File: src/rtl/uart_pkg.sv
// Shared UART definitions.
// Used by the receive, transmit and FIFO blocks.
package uart_pkg;

  localparam int UART_DATA_W   = 8;
  localparam int RX_FIFO_DEPTH = 16;

endpackage

File: src/rtl/uart_fifo_mem.sv
// Byte register array for UART FIFOs.
// Synchronous write port, asynchronous read port.
module uart_fifo_mem
  import uart_pkg::*;
#(
  parameter int DEPTH = RX_FIFO_DEPTH,
  parameter int AW    = $clog2(DEPTH)
) (
  input  logic                   clk,
  input  logic                   we,
  input  logic [AW-1:0]          waddr,
  input  logic [UART_DATA_W-1:0] wdata,
  input  logic [AW-1:0]          raddr,
  output logic [UART_DATA_W-1:0] rdata
);

  logic [UART_DATA_W-1:0] mem [DEPTH];

  // Write port; contents are never reset.
  always_ff @(posedge clk) begin
    if (we) mem[waddr] <= wdata;
  end

  assign rdata = mem[raddr];

endmodule

File: src/rtl/uart_rx_fifo.sv
// Receive byte FIFO with level/error interrupt.
// Sits between the deserializer and the CSR block.
module uart_rx_fifo
  import uart_pkg::*;
#(
  parameter int DEPTH = RX_FIFO_DEPTH,
  parameter int AW    = $clog2(DEPTH)
) (
  input  logic                   wb_clk_i,
  input  logic                   wb_rst_i,
  input  logic                   rx_valid,
  input  logic [UART_DATA_W-1:0] rx_byte,
  input  logic                   rx_frame_err,
  input  logic                   read,
  input  logic                   clr_err,
  input  logic                   irq_en,
  input  logic [AW:0]            threshold,
  output logic [UART_DATA_W-1:0] rd_data,
  output logic [AW:0]            level,
  output logic                   empty,
  output logic                   full,
  output logic                   overrun,
  output logic                   frame_err,
  output logic                   irq
);

  logic [AW:0]            wr_ptr;
  logic [AW:0]            rd_ptr;
  logic                   push_ok;
  logic                   pop_ok;
  logic                   ov_set;
  logic                   fe_set;
  logic                   ov_next;
  logic                   fe_next;
  logic [AW:0]            lvl_next;
  logic [AW:0]            thr_eff;
  logic                   irq_next;
  logic [UART_DATA_W-1:0] mem_rdata;

  assign empty = (wr_ptr == rd_ptr);
  assign full  = (wr_ptr[AW] != rd_ptr[AW]) &&
                 (wr_ptr[AW-1:0] == rd_ptr[AW-1:0]);

  // A full FIFO still accepts a byte when a pop frees a slot.
  always_comb begin
    pop_ok   = read & ~empty;
    push_ok  = rx_valid & (~full | read);
    ov_set   = rx_valid & full & ~read;
    fe_set   = rx_valid & rx_frame_err;
    ov_next  = ov_set | (overrun & ~clr_err);
    fe_next  = fe_set | (frame_err & ~clr_err);
    lvl_next = level + {{AW{1'b0}}, push_ok}
                     - {{AW{1'b0}}, pop_ok};
    thr_eff  = (threshold == '0) ?
               {{AW{1'b0}}, 1'b1} : threshold;
    irq_next = irq_en & ((lvl_next >= thr_eff) |
                         ov_next | fe_next);
  end

  // Pointers, level, sticky flags and irq.
  always_ff @(posedge wb_clk_i) begin
    if (wb_rst_i) begin
      wr_ptr    <= '0;
      rd_ptr    <= '0;
      level     <= '0;
      overrun   <= 1'b0;
      frame_err <= 1'b0;
      irq       <= 1'b0;
    end else begin
      if (push_ok) wr_ptr <= wr_ptr + 1'b1;
      if (pop_ok)  rd_ptr <= rd_ptr + 1'b1;
      level     <= lvl_next;
      overrun   <= ov_next;
      frame_err <= fe_next;
      irq       <= irq_next;
    end
  end

  uart_fifo_mem #(
    .DEPTH (DEPTH),
    .AW    (AW)
  ) u_mem (
    .clk   (wb_clk_i),
    .we    (push_ok & ~wb_rst_i),
    .waddr (wr_ptr[AW-1:0]),
    .wdata (rx_byte),
    .raddr (rd_ptr[AW-1:0]),
    .rdata (mem_rdata)
  );

  assign rd_data = empty ? '0 : mem_rdata;

endmodule

File: config.mk
export PLATFORM = sky130hd
export DESIGN_NAME = uart_rx_fifo
export DESIGN_NICKNAME = d
export VERILOG_FILES = /design/src/rtl/uart_pkg.sv /design/src/rtl/uart_fifo_mem.sv /design/src/rtl/uart_rx_fifo.sv
export SDC_FILE = /design/constraint.sdc
export NUM_CORES = 1
export LEC_CHECK = 0
export BUFFER_PORTS_ARGS = -buffer_cell sky130_fd_sc_hd__clkbuf_2
export CORE_AREA = 8 8 117 119
export DETAILED_ROUTE_END_ITERATION = 10
export DIE_AREA = 0 0 125 127
export GPL_TIMING_DRIVEN = 0
export PLACE_DENSITY = 0.76
export SYNTH_ARGS = -nofsm -noshare
export SYNTH_HDL_FRONTEND = slang
export SYNTH_SLANG_ARGS = --single-unit
File: constraint.sdc
create_clock -name wb_clk_i -period 3 [get_ports wb_clk_i]
set_input_delay 0.45 -clock wb_clk_i [delete_from_list [all_inputs] [get_ports wb_clk_i]]
set_output_delay 0.45 -clock wb_clk_i [all_outputs]
set_load 0.05 [all_outputs]
==> impl_results.rst <==
.. list-table::
   :header-rows: 1

   * - Metric
     - Value
   * - Total global routing overflow
     - 0
   * - Layout cell share with drive strength beyond 1
     - 28.1%
   * - Cell at the root of the clock tree
     - clkbuf_16
   * - Number of global-route vias before repair
     - 3,399
   * - RR Endpoint
     - irq$_SDFF_PP0_
   * - Number of instances in the placed design
     - 541
   * - Startpoint type of the worst setup path
     - flip-flop
   * - Hpwl dp
     - 7940 um
   * - Dpl cell area
     - 6600 um^2
   * - Final-report hold violation count
     - 0
   * - Die X-Extent
     - 125 um
   * - Placement Setup Slack
     - -448 ps
   * - Net count reported at finish
     - 455
   * - Pins Over Slew Limit
     - 0
   * - Pleak
     - 2.45 nW
   * - Worst VDD drop
     - 0.583 mV
   * - Critical Setup Path Class
     - reg -> reg
   * - Cell at the slowest stage of the critical path
     - fa_1
   * - Sequence of cells on the critical path
     - xor2_1 > nor4_4 > a21boi_2 > ha_1 > inv_1 > ha_1 > inv_1 > fa_1 > inv_1 > ha_1 > o21ai_1 > a21oi_1 > o21a_1 > o21ai_2 > a311oi_2
   * - Largest driver fanout on the critical path
     - 4
   * - Global-route wire length before repair
     - 18,500 um
   * - Number of nets in the synthesized netlist
     - 394
   * - Final worst clock skew
     - 7.75 ps
   * - Number of rows in the core area
     - 40
   * - Post-DR wirelength/cell
     - 20.9 um
   * - Maximum clock rate
     - 318 MHz
   * - Slew at the pin closest to its max-slew limit
     - 1250 ps
   * - CTS tree
     - done
   * - IO Port Bufs
     - 36
   * - Violations in the final reports
     - setup timing
   * - Vias per Instance
     - 5.64
   * - Post-synth top area cell
     - edfxtp_1
   * - Crit path launch
     - rd_ptr[1]$_SDFFE_PP0N_
   * - Finished layout cell area
     - 7200 um^2
   * - Area overhead of the layout relative to synthesis
     - 15.6%
   * - Count of nets left with antenna violations after detail routing
     - 0
   * - CTS sink cnt
     - 150
   * - Classification of the worst-slack hold path
     - in -> reg
   * - Final Power
     - 5.66 mW
   * - Yosys synthesis warning count
     - 0
   * - Global-route usage over all layers
     - 15.8%
   * - Seq/Total Area, Yosys
     - 68.7%
   * - Setup Viol. Count Final
     - 1
   * - Worst Path Arrival
     - 3420 ps
   * - Worst Hold Margin
     - 261 ps
   * - Mean area per synthesized cell
     - 17.4 um^2
   * - Final wirelength
     - 12,100 um
   * - P per Cell Area
     - 785 nW/um^2
   * - Top post-synthesis cells by area
     - edfxtp_1 62%, mux4_2 12%, dfxtp_1 7.1%
   * - Post-synthesis instance area
     - 6230 um^2
   * - Status
     - finished, violations left
   * - Share of the synthesized area in the top cell type
     - 61.7%
   * - Die Outline Area
     - 15,900 um^2
   * - Final critical-path share of the clock period
     - 105%
   * - Latest clock arrival within the worst-skew pair
     - 410 ps
   * - Antenna cells
     - 0
   * - FF+latch count, synth
     - 150
   * - Worst-case register-to-register setup slack
     - -140 ps
   * - Delay of the slowest critical-path stage
     - 520 ps
   * - Routability congestion estimate
     - 0.803
   * - Nature of the critical path endpoint
     - flip-flop
   * - Max-Slew Margin vs Limit
     - 16.2%
   * - Required time of the critical path
     - 3270 ps
   * - Unique masters post-synth
     - 39
   * - Final min period
     - 3140 ps
   * - Drt first pass iters
     - 4
   * - RSZ-0062 raised after global routing
     - true
   * - Area of the core region
     - 11,800 um^2
   * - Mapped Cells
     - 358
   * - Number of buffers inserted during clock tree synthesis
     - 17
   * - Setup slack after layout
     - -144 ps
   * - Worst setup endpoint
     - irq$_SDFF_PP0_
   * - CTS Buffer Depth
     - 2
   * - Worst reg2reg startpoint
     - rd_ptr[1]$_SDFFE_PP0N_
   * - Antenna violations before repair
     - 0
   * - H-tree depth
     - 4
   * - Initial cell density of the core
     - 52.8%
   * - Depth of the worst register-to-register path
     - 15
   * - DRC violation count after routing
     - 0
   * - Io pins
     - 38
   * - Count of vias placed by the detailed router
     - 3,258
   * - Final std cells w/o fill
     - 578
   * - Hold_buf cts
     - 0
   * - Number of design-rule violations left by the first detailed-router iteration
     - 349
   * - Clock-pin slew reported for the worst setup and hold paths after clock tree synthesis
     - 50 ps
   * - Maximum Capacitance Violations
     - 0
   * - Pin count of the biggest net entering global routing
     - 17
   * - Die Y-Extent
     - 127 um
-- critical path: cells and delay by family, from the launching register on --
family | cells | cell delay (ps)
DFF | 1 | 340
buffers and inverters | 3 | 160
adders and majority gates | 4 | 1230
AOI/OAI and AO/OA | 6 | 680
xor gates and xnor gates | 1 | 180
and+or+nand+nor | 1 | 400
-- logic make-up (layout without fill, tap and decap cells) --
kind of cell | after synthesis | after routing | synth area share (%)
and+or+nand+nor | 62 | 62 | 5.38
buffers and inverters | 35 | 108 | 2.63
muxes | 42 | 42 | 13.2
AOI/OAI and AO/OA | 38 | 38 | 4.40
adders and majority gates | 16 | 16 | 3.33
xor gates and xnor gates | 15 | 15 | 2.35
DFF | 150 | 150 | 68.7
-- cells in the final DEF, fill, tap and decap left out, types with 9 or more instances in the layout --
| master | n |
|---|---|
| edfxtp_1 | 128 |
| clkbuf_2 | 36 |
| mux4_2 | 32 |
| nor2_1 | 27 |
| inv_1 | 18 |
| dfxtp_1 | 18 |
| a211oi_1 | 17 |
| clkbuf_16 | 17 |
| ha_1 | 15 |
| nor2b_1 | 13 |
| clkbuf_1 | 12 |
| xnor2_1 | 10 |
| mux2i_1 | 9 |
-- how the worst min path moves through the flow --
stage / cells after the start / slack (ps) / end / startpoint
5_1_grt: 3 / 250 / irq$_SDFF_PP0_ / irq_en
4_1_cts: 3 / 250 / irq$_SDFF_PP0_ / irq_en
2_1_floorplan: 2 / 540 / rd_ptr[4]$_SDFFE_PP0N_ / rd_ptr[4]$_SDFFE_PP0N_
3_3_place_gp: 2 / 520 / frame_err$_SDFF_PP0_ / frame_err$_SDFF_PP0_
6_report: 3 / 260 / irq$_SDFF_PP0_ / irq_en
3_5_place_dp: 2 / 560 / frame_err$_SDFF_PP0_ / frame_err$_SDFF_PP0_
-- synth_stat cells, drive strengths merged --
cell and n:
ha 15, dfxtp 22, nand2 4, nand2b 2, and2 2, mux4 32, or3 3, a211oi 17
a21boi 2, fa 1, nor4 1, a311oi 1, clkbuf 5, a22oi 2, a21oi 8, o21a 1
nand4 3, mux2i 10, nor2b 13, nor3 4, a21o 2, a41o 1, inv 18, nand4b 3
buf 12, edfxtp 128, xor2 4, nor2 27, xnor2 11, o21ai 4
-- stage by stage --
stage                     utilization [%]  setup TNS (ps)
after global routing                 61.0            -353
after global placement               55.9            -457
after floorplan                         -            -178
after CTS                            60.8            -151
final                                61.0            -144
after detailed placement             55.9            -448
-- sequential cells by signal (all words and copies together) (netlist names), named ones only --
| name | flops |
|---|---|
| irq | 1 |
| overrun | 1 |
| rd_ptr | 5 |
| level | 5 |
| frame_err | 1 |
| u_mem.mem | 128 |
| wr_ptr | 5 |
-- power by group --
group          leakage (nW)  switching [mW]  internal, mW
Sequential             1.33          0.0451          2.32
Clock                 0.258           0.745          1.21
Combinational         0.855           0.791         0.541
Total                  2.45            1.58          4.08
-- routing by layer --
layer,wire (um),GRT usage [%],share of wire (%)
met3,767,4.66,6.3
met2,5880,25.3,49
met5,0,0,0
met4,187,6.66,1.5
met1,5260,19.7,43
-- area by class of cell --
cell class / count / area [um^2]
Multi-Input combinational cell: 173 / 1800
Fill cell: 878 / 4610
Timing Repair Buffer: 42 / 228
Tap cell: 147 / 184
Inverter: 18 / 67.6
Clock buffer: 25 / 455
Clock inverter: 6 / 77.6
Buffer: 17 / 108
Sequential cell: 150 / 4290
-- repair_timing --
| action | in CTS | in global routing |
|---|---|---|
| gates resized for setup | 9 | 3 |
| endpoints found under the setup margin | 6 | 5 |
| endpoints found under the hold margin | 0 | 0 |
| pin swaps | 5 | 0 |
| setup buffers | 5 | 0 |
No activity file was read; power rests on OpenSTA's default activity.
